$ cat src/rtl/reset_logic_delay_line_param.sv
// Parametrised WIDTH x DEPTH delay line with stall, synchronous flush, per-stage taps and fill tracking.
// Optional runtime tap select is built only when RESET_DELAY_LINE_TAP_SEL_EN is defined.
module reset_logic_delay_line_param #(
  parameter int                 WIDTH     = 1,
  parameter int                 DEPTH     = 4,
  parameter logic [WIDTH-1:0]   RESET_VAL = '0,
  localparam int                TSW       = (DEPTH > 1) ? $clog2(DEPTH) : 1,
  localparam int                FCW       = $clog2(DEPTH + 1)
) (
  input  logic                     clock,
  input  logic                     resetn,
  input  logic                     enable,
  input  logic                     flush,
  input  logic [WIDTH-1:0]         data_in,
  input  logic [TSW-1:0]           tap_sel,
  output logic [WIDTH*DEPTH-1:0]   data_taps,
  output logic [WIDTH-1:0]         data_out,
  output logic [WIDTH-1:0]         data_tap,
  output logic [FCW-1:0]           fill_count,
  output logic                     primed
);

  localparam logic [FCW-1:0] FILL_MAX = FCW'(DEPTH);

  logic [WIDTH-1:0] r_stage [DEPTH];
  logic [FCW-1:0]   r_fill_count;
  logic [WIDTH-1:0] w_tap;

  always_ff @(posedge clock or negedge resetn) begin
    if (!resetn) begin
      for (int k = 0; k < DEPTH; k++) begin
        r_stage[k] <= RESET_VAL;
      end
    end else if (flush) begin
      for (int k = 0; k < DEPTH; k++) begin
        r_stage[k] <= RESET_VAL;
      end
    end else if (enable) begin
      r_stage[0] <= data_in;
      for (int k = 1; k < DEPTH; k++) begin
        r_stage[k] <= r_stage[k-1];
      end
    end
  end

  // Fill count saturates so primed stays asserted until the next reset or flush.
  always_ff @(posedge clock or negedge resetn) begin
    if (!resetn) begin
      r_fill_count <= '0;
    end else if (flush) begin
      r_fill_count <= '0;
    end else if (enable && (r_fill_count != FILL_MAX)) begin
      r_fill_count <= r_fill_count + 1'b1;
    end
  end

  genvar g;
  generate
    for (g = 0; g < DEPTH; g++) begin : g_taps
      assign data_taps[(g+1)*WIDTH-1 -: WIDTH] = r_stage[g];
    end
  endgenerate

`ifdef RESET_DELAY_LINE_TAP_SEL_EN
  // Out-of-range selects fall through to the last stage.
  always_comb begin
    w_tap = r_stage[DEPTH-1];
    for (int k = 0; k < DEPTH; k++) begin
      if (int'(tap_sel) == k) begin
        w_tap = r_stage[k];
      end
    end
  end
`else
  logic w_unused_tap_sel;
  assign w_unused_tap_sel = ^tap_sel;
  assign w_tap            = r_stage[DEPTH-1];
`endif

  assign data_out   = r_stage[DEPTH-1];
  assign data_tap   = w_tap;
  assign fill_count = r_fill_count;
  assign primed     = (r_fill_count == FILL_MAX);

endmodule

$ cat config.mk
export PLATFORM = sky130hd
export DESIGN_NAME = reset_logic_delay_line_param
export DESIGN_NICKNAME = d
export VERILOG_FILES = /design/src/rtl/reset_logic_delay_line_param.sv
export SDC_FILE = /design/constraint.sdc
export NUM_CORES = 1
export LEC_CHECK = 0
export BUFFER_PORTS_ARGS = -buffer_cell sky130_fd_sc_hd__buf_2
export CAP_MARGIN = 0
export CORE_AREA = 5 5 42 44
export CTS_BUF_LIST = sky130_fd_sc_hd__clkbuf_4
export CTS_CLUSTER_SIZE = 30
export DETAILED_ROUTE_END_ITERATION = 6
export DIE_AREA = 0 0 47 49
export PLACE_DENSITY = 0.51
export SLEW_MARGIN = 10
export SYNTH_ARGS = -nofsm -noshare
export SYNTH_HDL_FRONTEND = slang
export SYNTH_SLANG_ARGS = --single-unit
export TNS_END_PERCENT = 20
$ cat constraint.sdc
create_clock -name clock -period 3.05 [get_ports clock]
set_clock_uncertainty 0.2 [all_clocks]
set_input_delay 0.1525 -clock clock [delete_from_list [all_inputs] [get_ports clock]]
set_output_delay 0.1525 -clock clock [all_outputs]
set_load 0.05 [all_outputs]
After elaboration in Yosys (flattened, before gate mapping)
Cells that the tools add are included.
{ "op_classes": {"reduce_logical": 3, "muxes": 4, "n_eq_ne": 2, "add_sub_neg": 1} }
{ "ops": {"columns": ["cell", "n"], "rows": [
  ["4-bit two-way mux", 2],
  ["3-bit two-way mux", 2],
  ["2-bit nonzero test", 2],
  ["3-bit by 1-bit adder with 3-bit output (second input constant)", 1],
  ["3-bit == test (second input constant)", 1],
  ["3-bit inequality test (second input constant)", 1],
  ["1-bit logical AND", 1]
]} }
{ "totals": {"word_cells": 15, "in_bits": 7, "ff_bits": 7} }

Depth between registers and ports, before layout
{ "depth": {"depth_word": 4, "ltp_mapped": 4, "depth_no_buf": 4} }

Worst setup path after synthesis
OpenSTA, ideal clock, no wires.
{ "synth_path": {"kind": "register to register", "startpoint": "reg r_fill_count[0], in the netlist fill_count[0]", "endpoint": "reg r_fill_count[0], in the netlist fill_count[0]", "path_buffers": 0, "arrival_ns": 1.468, "stages_incl_launch_ff": 5, "slack_ns": 1.257, "cell_sequence": "dfrtp_1 > inv_1 > ha_1 > a21boi_4 > mux2_4"} }
{ "synth_via": {"elab_chain_cells": 3, "elab_cells_between_ends": 6, "classes_between": "add/sub (1); eq/ne (1); mux (2); reduce/logical (2)"} }
{ "synth_lines": {"columns": ["element", "line_no", "text"], "rows": [
  ["start, declared", "26", "logic [FCW-1:0] r_fill_count;"],
  ["start signal, assigned", "53", "r_fill_count <= r_fill_count + 1'b1;"],
  ["3-bit by 1-bit adder with 3-bit output / 3-bit inequality test (equally long branches)", "53, 52", null],
  ["3-bit two-way mux / 1-bit logical AND (equally long branches)", "52", "end else if (enable && (r_fill_count != FILL_MAX)) begin"],
  ["3-bit two-way mux / 2-bit nonzero test (equally long branches)", null, null]
]} }
Several ways; a longest one is shown, not always the timed one. The select of a mux whose other input is x is not followed.
A chain may end at the register's enable or synchronous reset.

Worst setup path in the final report
{ "layout_path": {"startpoint": "reg r_fill_count[0], in the netlist fill_count[0]", "endpoint": "out primed"} }
{ "layout_via": {"elab_chain_cells": 1} }
{ "layout_lines": {"columns": ["element", "line_no", "text"], "rows": [
  ["3-bit == test", "83", "assign primed = (r_fill_count == FILL_MAX);"],
  ["end, declared", "20", "output logic primed"]
]} }
Every way passes these cells.

==> results.toml <==
[status]
status = "finished, final reports clean"

[setup_path]
rrSetupSlack_ps = 1520
crit_cells = 4
crit_type = "flop to output pin"
critPathMaxFanout = 5
r2r_end = "fill_count[0]$_DFFE_PN0P_"
r2r_cells = 4
required_ps = 2700
r2r_start = "fill_count[0]$_DFFE_PN0P_"
crit_buf_inv = 2
cp_cell_sequence = "inv_1 -> ha_1 -> and2_1 -> buf_2"
critical-path-top-delay-family = "flip-flops"
max_stage_delay_ps = 420
worst_setup_path_start_kind = "flop"
critPathArrivalTime_ps = 1360
crit_path_top_delay_cell = "dfrtp_1"
endpoint_kind = "output pin"

[layout]
nets = 62
multiInputGateArea_sq_um = 174
final-seq-area_sq_um = 175
fin_area_sq_um = 517
fillCellCount = 156
final_core_util_pct = 36.9
n_antenna_cell = 0
drive_gt1_share_pct = 38.5
instances_no_fill = 68
area_growth_pct = 32.4

[synthesis]
yosysUniqueCellTypes = 15
ys_ff_latch = 7
synth_warnings = 0
synthCells = 34
syn_area_per_cell_sq_um = 11.5
syn_area_sq_um = 390
yosysSeqAreaShare_pct = 44.9
syn-num-nets = 43

[clocking]
clk_latency_ps = 250
path_clk_slew_ps = 60
cts_buffer_depth = 2
numClockSinks = 7
cts-root-buf = "clkbuf_4"
h-tree-depth = 1
cts_inserted_buffers = 3
tritoncts = "done"

[die]
start_util_pct = 27.9
ioPinCount = 17
dieArea_sq_um = 2300
die_x_microns = 47
rows = 14
die_height_microns = 49
core_area_sq_um = 1400

[placement]
dpl.cell_count = 60
place.gp.congestion = 0.636
io_buffers = 14
placed_area_sq_um = 447

[flow_run]
maxCapViolCount = 0

[detailed_routing]
via_per_inst = 4.34
dr.pass1.iters = 3
ant_nets = 0
wl_per_cell_microns = 11.1
drc = 0
drtIter0Drc = 3
vias = 295
wl_microns = 758

[hold_path]
hold_path.class = "input pin to async pin"

[sta]
rsz0062_at_grt = "no"
min_period_ps = 1710
clock.fmax_ghz = 0.584
tightestPinTransition_ps = 250
fin_tns_setup_ps = 0
setup-violations-final = 0
final-hold-violation-count = 0
relSlewSlack_pct = 83.5
period_share_pct = 56.1
drv_slew = 0
hold_slack_ps = 61.0

[global_routing]
grt_util_all_layers_pct = 8.01
overflow = 0
antenna_found_initial = 0
grt_pass1_wl_mm = 1.28
grt_pass1_vias = 308
grt_max_degree = 10

[power]
ir_drop_v = 0.000164
power_density_nw_per_um2 = 476
leakagePower_nw = 0.297
-- synthesized netlist by cell type --
master	count	area, sq um
dfrtp_1	7	175
mux2i_1	5	50.1
nor2_1	5	18.8
buf_4	3	22.5
ha_1	2	25.0
inv_1	2	7.51
nand2b_1	2	12.5
a21boi_4	1	18.8
a21oi_1	1	5.00
and2_1	1	6.26
and2b_1	1	7.51
and4b_1	1	10.0
buf_6	1	11.3
mux2_4	1	15.0
nor3_1	1	5.00
-- state kept, by name, indices dropped and copies added (netlist names) --
register / cells
fill_count: 3
data_out: 1
data_taps: 3
-- routing by layer --
metal	share of wire (%)	wire (microns)	global-route usage [%]
met4	0	0	6.91
met5	0	0	0
met2	53	403	11.8
met3	6.7	51	2.58
met1	40	303	8.74
-- power by group --
group	leakage, nW	switching, W	internal (W)	total [W]
clock	0.0184	0.0000357	0.0000589	0.0000946
sequential	0.0953	0.00000449	0.0000971	0.000102
combinational	0.183	0.0000310	0.0000189	0.0000499
-- layout by cell type (no fill, tap or decap) --
cell	instances
mux2_4	1
clkbuf_4	4
and4b_1	1
dfrtp_1	7
inv_1	2
dlygate4sd3_1	4
mux2i_1	5
nor3_1	1
and2_1	1
nor2_1	5
ha_1	2
nand2b_1	2
buf_2	14
and2b_1	1
a21oi_1	1
a21boi_4	1
-- logic make-up after synthesis --
| group | share of synthesized area (%) |
|---|---|
| muxes | 16.7 |
| and+or+nand+nor | 15.4 |
| adders and majority gates | 6.41 |
| AOI/OAI and AO/OA | 6.09 |
| DFF | 44.9 |
| buffers and inverters | 10.6 |
-- cell type report --
class / instances / share of cell area (%)
Timing Repair Buffer: 18 / 21.3
Clock buffer: 4 / 5.81
Tap cell: 16 / 3.87
Inverter: 2 / 1.45
Multi-Input combinational cell: 21 / 33.7
Sequential cell: 7 / 33.9
-- worst max path at each step --
stage | from | to | slack (ps)
floorplan | fill_count[0]$_DFFE_PN0P_ | fill_count[0]$_DFFE_PN0P_ | 1260
global placement | fill_count[0]$_DFFE_PN0P_ | fill_count[0]$_DFFE_PN0P_ | 1530
detailed placement | fill_count[0]$_DFFE_PN0P_ | fill_count[0]$_DFFE_PN0P_ | 1520
CTS | fill_count[0]$_DFFE_PN0P_ | primed | 1310
global route | fill_count[1]$_DFFE_PN0P_ | primed | 1250
finish | fill_count[0]$_DFFE_PN0P_ | primed | 1340
-- timing repair --
action,in CTS,in global routing
setup buffers,0,0
hold endpoints to repair,12,0
resized for setup,0,0
hold buffers,4,0
setup endpoints to repair,0,0
-- stage by stage --
stage	power (W)	setup slack (ps)
finish	0.000246	1340
global route	0.000259	1250
CTS	0.000253	1310
detailed placement	0.000150	1520
global placement	0.000150	1530
floorplan	0.000140	1260
Note: power is estimated with default switching activity, not from simulation.
